[src/rtl/clk_div_pkg.sv]
// Shared constants, FSM state type and boundary helper for the divided-clock controller.
package clk_div_pkg;

    localparam int NTAPS = 4;
    localparam int SELW  = 3;

    typedef enum logic {
        IDLE,
        WAIT
    } state_e;

    // Low (m+1) bits set: cnt matches this mask on the last cycle of a tap-m period.
    function automatic logic [31:0] boundary_mask(input int m);
        return (32'd1 << (m + 1)) - 32'd1;
    endfunction

endpackage

[src/rtl/clk_div_counter.sv]
// Free-running binary divider chain; bit k of the count is the divide-by-2^(k+1) tap.
module clk_div_counter #(
    parameter int NTAPS = clk_div_pkg::NTAPS
) (
    input  logic             clk,
    input  logic             rst,
    output logic [NTAPS-1:0] cnt,
    output logic [NTAPS-1:0] cnt_next
);

    logic [NTAPS-1:0] cnt_q;
    logic [NTAPS-1:0] cnt_d;

    always_comb begin
        cnt_d = cnt_q + NTAPS'(1);
    end

    always_ff @(posedge clk or posedge rst) begin
        if (rst) begin
            cnt_q <= '0;
        end else begin
            cnt_q <= cnt_d;
        end
    end

    assign cnt      = cnt_q;
    assign cnt_next = cnt_d;

endmodule

[src/rtl/clk_div_ctrl.sv]
// Divided-clock generator: selects one divider tap and switches tap/enable only at a
// boundary where both the old and the new tap fall together, so div_out never runts.
module clk_div_ctrl #(
    parameter int NTAPS = clk_div_pkg::NTAPS,
    parameter int SELW  = clk_div_pkg::SELW
) (
    input  logic            clk,
    input  logic            rst,
    input  logic            cfg_valid,
    output logic            cfg_ready,
    input  logic [SELW-1:0] cfg_sel,
    input  logic            cfg_en,
    output logic            cfg_done,
    output logic            cfg_err,
    output logic [SELW-1:0] active_sel,
    output logic            active_en,
    output logic            div_out,
    output logic            div_tick
);

    import clk_div_pkg::*;

    if (NTAPS < 1 || NTAPS > 30 || (1 << SELW) <= NTAPS - 1) begin : g_param_check
        $error("clk_div_ctrl: SELW too narrow for NTAPS, or NTAPS out of range");
    end

    logic [NTAPS-1:0] cnt;
    logic [NTAPS-1:0] cnt_next;

    clk_div_counter #(
        .NTAPS(NTAPS)
    ) u_counter (
        .clk     (clk),
        .rst     (rst),
        .cnt     (cnt),
        .cnt_next(cnt_next)
    );

    state_e          state_q,      state_d;
    logic [SELW-1:0] active_sel_q, active_sel_d;
    logic            active_en_q,  active_en_d;
    logic [SELW-1:0] pend_sel_q,   pend_sel_d;
    logic            pend_en_q,    pend_en_d;
    logic            div_out_q,    div_out_d;
    logic            div_tick_q,   div_tick_d;
    logic            cfg_done_q,   cfg_done_d;
    logic            cfg_err_q,    cfg_err_d;

    logic [SELW-1:0]  max_sel;
    logic [NTAPS-1:0] bmask;
    logic             at_boundary;
    logic             sel_bad;
    logic             tap_bit;

    // The slower of the two taps sets the boundary; the faster one falls there too.
    always_comb begin
        max_sel     = (active_sel_q > pend_sel_q) ? active_sel_q : pend_sel_q;
        bmask       = NTAPS'(boundary_mask(int'(max_sel)));
        at_boundary = ((cnt & bmask) == bmask);
        sel_bad     = (int'(cfg_sel) >= NTAPS);
    end

    always_comb begin
        state_d      = state_q;
        active_sel_d = active_sel_q;
        active_en_d  = active_en_q;
        pend_sel_d   = pend_sel_q;
        pend_en_d    = pend_en_q;
        cfg_done_d   = 1'b0;
        cfg_err_d    = 1'b0;

        case (state_q)
            IDLE: begin
                if (cfg_valid) begin
                    if (sel_bad) begin
                        cfg_err_d = 1'b1;
                    end else begin
                        pend_sel_d = cfg_sel;
                        pend_en_d  = cfg_en;
                        state_d    = WAIT;
                    end
                end
            end
            WAIT: begin
                if (at_boundary) begin
                    active_sel_d = pend_sel_q;
                    active_en_d  = pend_en_q;
                    cfg_done_d   = 1'b1;
                    state_d      = IDLE;
                end
            end
            default: begin
                state_d = IDLE;
            end
        endcase
    end

    // Output follows the next count through the next selection: zero latency to cnt.
    always_comb begin
        tap_bit    = |(cnt_next & (NTAPS'(1) << active_sel_d));
        div_out_d  = active_en_d & tap_bit;
        div_tick_d = div_out_d & ~div_out_q;
    end

    always_ff @(posedge clk or posedge rst) begin
        if (rst) begin
            state_q      <= IDLE;
            active_sel_q <= '0;
            active_en_q  <= 1'b1;
            pend_sel_q   <= '0;
            pend_en_q    <= 1'b0;
            div_out_q    <= 1'b0;
            div_tick_q   <= 1'b0;
            cfg_done_q   <= 1'b0;
            cfg_err_q    <= 1'b0;
        end else begin
            state_q      <= state_d;
            active_sel_q <= active_sel_d;
            active_en_q  <= active_en_d;
            pend_sel_q   <= pend_sel_d;
            pend_en_q    <= pend_en_d;
            div_out_q    <= div_out_d;
            div_tick_q   <= div_tick_d;
            cfg_done_q   <= cfg_done_d;
            cfg_err_q    <= cfg_err_d;
        end
    end

    assign cfg_ready  = (state_q == IDLE);
    assign cfg_done   = cfg_done_q;
    assign cfg_err    = cfg_err_q;
    assign active_sel = active_sel_q;
    assign active_en  = active_en_q;
    assign div_out    = div_out_q;
    assign div_tick   = div_tick_q;

endmodule
[config.mk]
export PLATFORM = sky130hd
export DESIGN_NAME = clk_div_ctrl
export DESIGN_NICKNAME = d
export VERILOG_FILES = /design/src/rtl/clk_div_pkg.sv /design/src/rtl/clk_div_counter.sv /design/src/rtl/clk_div_ctrl.sv
export SDC_FILE = /design/constraint.sdc
export NUM_CORES = 1
export LEC_CHECK = 0
export BUFFER_PORTS_ARGS = -buffer_cell sky130_fd_sc_hd__buf_2
export CORE_MARGIN = 3
export CORE_UTILIZATION = 55
export CTS_BUF_LIST = sky130_fd_sc_hd__clkbuf_8 sky130_fd_sc_hd__clkbuf_16
export DETAILED_ROUTE_END_ITERATION = 12
export HOLD_SLACK_MARGIN = 0.05
export PLACE_DENSITY = 0.77
export SYNTH_ARGS = -nofsm -noshare
export SYNTH_HDL_FRONTEND = slang
export SYNTH_HIERARCHICAL = 1
export SYNTH_SLANG_ARGS = --single-unit
[constraint.sdc]
create_clock -name clk -period 4.7 [get_ports clk]
set_clock_uncertainty 0.05 [all_clocks]
set_input_delay 0.235 -clock clk [delete_from_list [all_inputs] [get_ports clk]]
set_output_delay 0.235 -clock clk [all_outputs]
set_load 0.05 [all_outputs]
==> metrics.yaml, run 1 <==
dr.pass1.iters: 4
post_cts_buffers: 0
drc_errors: 0
antennaDiodeCount: 0
layout_commonest_cell: "dfrtp_1"
cts.reportedPaths.clkPinSlew_ps: 60
wl_per_cell_um: 16.0
ant_nets: 0
tightest_slew_ps: 495
rows: 15
core_region_area_um2: 1800
outcome: "finished, final reports clean"
maxCapViolations: 0
antenna_found_initial: 0
finalSetupViolations: 0
maxSlewHeadroom: 0.670
h-tree-depth: 1
netlist_top_cells_area: "dfrtp_1, ha_1, mux2_2"
slowest_stage: "dfrtp_1"
area_delta_synth_final_pct: 14.7
drt_iter0_drc: 17
chipHeight_um: 50.7
yosysSeqAreaShare: 0.388
dp_hpwl_um: 1830
cp-end-kind: "flop"
die-area_um2: 2570
routabilityCongestion: 0.849
cp_max_fo: 8
grt_setup_unrepaired: "no"
nFillCells: 151
avgSynthCellArea_um2: 10.9
cp_cell_sequence: "inv_1, ha_1, and2b_2, o211ai_1, o21ai_0, a32o_1, inv_1, ha_1, nand3b_1, o21ai_2, nand3_1, ha_1, nand2b_1, o2111ai_1, mux2_4, a221oi_4, mux2_2"
clkLatencyLatePin_ps: 250
ios: 16
syn_inst: 101
synth_area_um2: 1100
grt_pass1_wl_um: 3840
vias: 851
syn_nets: 116
hp-class: "in -> reg"
synth_cell_type_count: 34
rr_worst_depth: 17
fp.dieW_um: 50.7
cts.sinks: 17
initial_core_util: 0.611
hold_viol: 0
crit_path_start_kind: "flop"
viasPerCell: 5.83
hold_depth: 3
cts_root_buf: "clkbuf_8"
crit_top_cell: "ha_1"
numCtsBuffers: 3
min_period_ps: 4320
cts_buffer_depth: 2
grt.overflow.total: 0
fmax_ghz: 0.232
critPathMaxStageDelay_ps: 400
cts_tree: "built"
worstSetupPathType: "reg -> reg"
synth_seq_cells: 17
synth_top_area_frac: 0.364
cp.arrival_ps: 4400
routed_wl_um: 2340
yosysWarningCount: 6
yosys.area.top_type: "dfrtp_1"
drive_gt1_frac: 0.306
portBuffers: 15
mostFrequentLayoutCells: "dfrtp_1, buf_2, inv_1"
slew_viol_final: 0
grt_max_degree: 14
fin_setup_tns_ps: 0
grt_use_total: 0.201
period_share: 0.918
nNetsFinal: 137
cp.required_ps: 4780
grt_pass1_vias: 884
## metrics by stage
stage | hold WS, ps | cell area, um^2 | util | cells | setup slack, ps
after floorplan | -48.9 | 1100 | - | 101 | 484
after global placement | 72.1 | 1210 | 0.670 | 141 | 497
after detailed placement | 89.5 | 1210 | 0.670 | 141 | 404
after CTS | 143 | 1260 | 0.701 | 146 | 383
after global routing | 143 | 1260 | 0.701 | 146 | 122
final | 144 | 1260 | 0.701 | 146 | 383
## cells by family after synthesis
logic type                 share of synthesized area
adders and majority gates                     0.0909
and+or+nand+nor                                0.142
buffers and inverters                         0.0409
DFF                                            0.388
AOI/OAI and AO/OA                              0.161
xor gates and xnor gates                      0.0239
muxes                                          0.153
## sequential cells by signal, summed over array words and instances, names as in the netlist
name / count
u_counter/cnt: 4
active_sel: 3
pend_sel_q: 3
active_en: 1
cfg_done: 1
cfg_err: 1
div_out: 1
div_tick: 1
pend_en_q: 1
state_q: 1
## cell usage after synthesis
| cell | count |
|---|---|
| ha_1 | 8 |
| and3b_2 | 1 |
| nor2b_1 | 1 |
| nand3_1 | 3 |
| dfrtp_1 | 16 |
| o21ai_2 | 1 |
| a211o_1 | 1 |
| mux2i_1 | 3 |
| xnor2_1 | 2 |
| nand3_2 | 1 |
| nor4b_1 | 1 |
| nand4_1 | 1 |
| mux2_4 | 1 |
| or2_2 | 1 |
| mux4_2 | 2 |
| o2111ai_1 | 1 |
| nand3b_1 | 2 |
| o22ai_2 | 1 |
| nor2_1 | 7 |
| a311o_1 | 1 |
| a221oi_4 | 2 |
| dfstp_2 | 1 |
| and2b_2 | 1 |
| a31oi_1 | 1 |
| a32o_1 | 1 |
| and3_1 | 2 |
| nand2b_1 | 2 |
| inv_1 | 12 |
| nand2_1 | 5 |
| o211ai_1 | 2 |
| a21oi_1 | 3 |
| xor2_1 | 1 |
| mux2_2 | 7 |
| o21ai_0 | 6 |
## worst paths after layout
path | startpoint | to | slack [ps]
max in group asynchronous | rst | active_en$_DFF_PP1_ | 3710
min in group asynchronous | rst | u_counter/cnt[3]$_DFF_PP0_ | 390
worst max-delay path | pend_sel_q[1]$_DFFE_PP0P_ | active_sel[0]$_DFF_PP0_ | 380
worst max register to register | pend_sel_q[1]$_DFFE_PP0P_ | active_sel[0]$_DFF_PP0_ | 380
worst min-delay path | cfg_sel[1] | pend_sel_q[1]$_DFFE_PP0P_ | 140
worst min register to register | pend_en_q$_DFFE_PP0P_ | active_en$_DFF_PP1_ | 510
## timing repair
item                       CTS  global route
hold buffers                 1             0
gates resized for setup      0             0
hold endpoints to repair    16             0
setup endpoints to repair    0             0
## layout make-up
type	instances	area (um^2)	share of cell area
Sequential cell	17	427	0.338
Inverter	12	45.0	0.0357
Multi-Input combinational cell	72	629	0.499
Clock buffer	3	41.3	0.0327
Clock inverter	1	3.75	0.00297
Timing Repair Buffer	16	85.1	0.0674
Tap cell	25	31.3	0.0248
## critical path: cells and delay by family, from the launching register on
kind / cells / cell delay [ps]
buffers and inverters: 2 / 330
multiplexers: 2 / 740
adder cells (fa/ha/maj): 3 / 850
AND/OR/NAND/NOR: 4 / 560
flip-flops: 1 / 400
AO/OA/AOI/OAI: 6 / 1270
## per-layer routing
layer	vias to the layer above	wire [um]	global-route usage
li1	408	-	-
met5	-	0	0
met2	21	1240	0.361
met1	416	971	0.227
met3	6	77	0.0564
met4	0	45	0.0673
Power of run 1 is left out: the tool's default activity adds up to more than one toggle a clock period on the data nets, which glitch-free logic cannot reach.
==> inputs of run 2 (changes only) <==
Settings changed: CORE_UTILIZATION 55 to 59, GPL_ROUTABILITY_DRIVEN set to 0, PLACE_DENSITY 0.77 to 0.82.
Clock period 4.7 ns to 5.1 ns, I/O delays scaled along.
==> run 2 against run 1 <==
Core utilization is 7.4 points higher. Maximum frequency is 0.44% lower. First-iteration DRC count is 24% higher. Via count is 0.47% higher. Die area is 6.0% lower. Critical path depth stayed put. Worst hold slack better by 37 ps. Global-route usage is 0.32 points higher. Sequential cell count stayed put. Design area hardly changed. Non-clock buffer count stayed put. Critical endpoint unchanged.
==> metrics.yaml, run 2 (synthesis results as in run 1) <==
area_delta_synth_final_pct: 14.5
antennaDiodeCount: 0
grt_setup_unrepaired: "no"
largest_reg_flops: 4
cp_max_fo: 8
die-area_um2: 2420
ios: 16
cp.arrival_ps: 4420
hp-class: "in -> reg"
dr_wl_met3_um: 125
grt.overflow.total: 0
cp.required_ps: 5180
fin_setup_tns_ps: 0
nNetsFinal: 137
ff2ff_setup_slack_ps: 760
clkLatencyLatePin_ps: 240
fp.dieW_um: 49.2
ant_nets: 0
h-tree-depth: 1
post_cts_buffers: 0
dp_hpwl_um: 1640
core_region_area_um2: 1630
wl_met1_um: 956
drt_iter0_drc: 21
dr.pass1.iters: 4
cts_buffer_depth: 2
maxSlewHeadroom: 0.678
hold_path_end: "pend_sel_q[1]$_DFFE_PP0P_"
grt_pass1_wl_um: 3840
grt_use_total: 0.205
rr_worst_depth: 17
wl_met2_um: 999
grt_max_degree: 14
initial_core_util: 0.676
routed_wl_um: 2120
timing.rr.end: "active_sel[0]$_DFF_PP0_"
antenna_found_initial: 0
maxCapViolations: 0
drive_gt1_frac: 0.306
chipHeight_um: 49.2
crit_start: "pend_sel_q[1]$_DFFE_PP0P_"
fmax_ghz: 0.231
r2r_start: "pend_sel_q[1]$_DFFE_PP0P_"
slew_viol_final: 0
worstSetupPathType: "reg -> reg"
outcome: "finished, final reports clean"
hold_viol: 0
period_share: 0.850
top_layer: "met4"
rows: 14
layout_commonest_cell: "dfrtp_1"
tightest_slew_ps: 483
vias: 855
crit_path_start_kind: "flop"
grt_pass1_vias: 839
viasPerCell: 5.90
worstHoldStart: "cfg_sel[1]"
drc_errors: 0
cts_root_buf: "clkbuf_8"
cp-end-kind: "flop"
cts_tree: "built"
wl_per_cell_um: 14.6
mostFrequentLayoutCells: "dfrtp_1, buf_2, inv_1"
cts.reportedPaths.clkPinSlew_ps: 60
finalSetupViolations: 0
hold_depth: 3
numCtsBuffers: 3
portBuffers: 15
min_period_ps: 4340
cts.sinks: 17
run 2: layout make-up:
type	count	area [um^2]
Clock buffer	3	41.3
Timing Repair Buffer	16	85.1
Tap cell	24	30.0
Multi-Input combinational cell	72	629
Sequential cell	17	427
Inverter	12	45.0
Clock inverter	1	3.75
Fill cell	109	368
run 2: through the flow:
step	cell area, um^2	setup slack, ps	util	cells	hold WS, ps
2_1_floorplan	1100	884	-	101	-28.9
3_3_place_gp	1210	898	0.740	140	95.9
3_5_place_dp	1210	819	0.740	140	95.2
4_1_cts	1260	769	0.774	145	175
5_1_grt	1260	388	0.774	145	194
6_report	1260	764	0.774	145	182
run 2: repair_timing:
action / CTS / global route
endpoints found under the hold margin: 16 / 0
hold buffers: 1 / 0
resized for setup: 0 / 0
run 2: routing by layer:
metal | vias up | GRT usage
met2 | 29 | 0.337
li1 | 411 | -
met4 | 0 | 0.0711
met1 | 411 | 0.268
met3 | 4 | 0.0367
met5 | - | 0
run 2: worst max-delay path, cell delays in order (launching register included):
cell and delay [ps]:
dfrtp_1 400, inv_1 160, ha_1 320, and2b_2 240, o211ai_1 150, o21ai_0 100
a32o_1 300, inv_1 170, ha_1 310, nand3b_1 130, o21ai_2 100, nand3_1 110
ha_1 220, nand2b_1 90, o2111ai_1 220, mux2_4 340, a221oi_4 400, mux2_2 400
run 2: how the worst max path moves through the flow:
stage                              end  slack, ps
3_5_place_dp   active_sel[0]$_DFF_PP0_        820
3_3_place_gp        div_tick$_DFF_PP0_        900
4_1_cts        active_sel[0]$_DFF_PP0_        770
2_1_floorplan  active_sel[0]$_DFF_PP0_        880
6_report       active_sel[0]$_DFF_PP0_        760
5_1_grt        active_sel[0]$_DFF_PP0_        390
Power of run 2 is left out for the same reason.
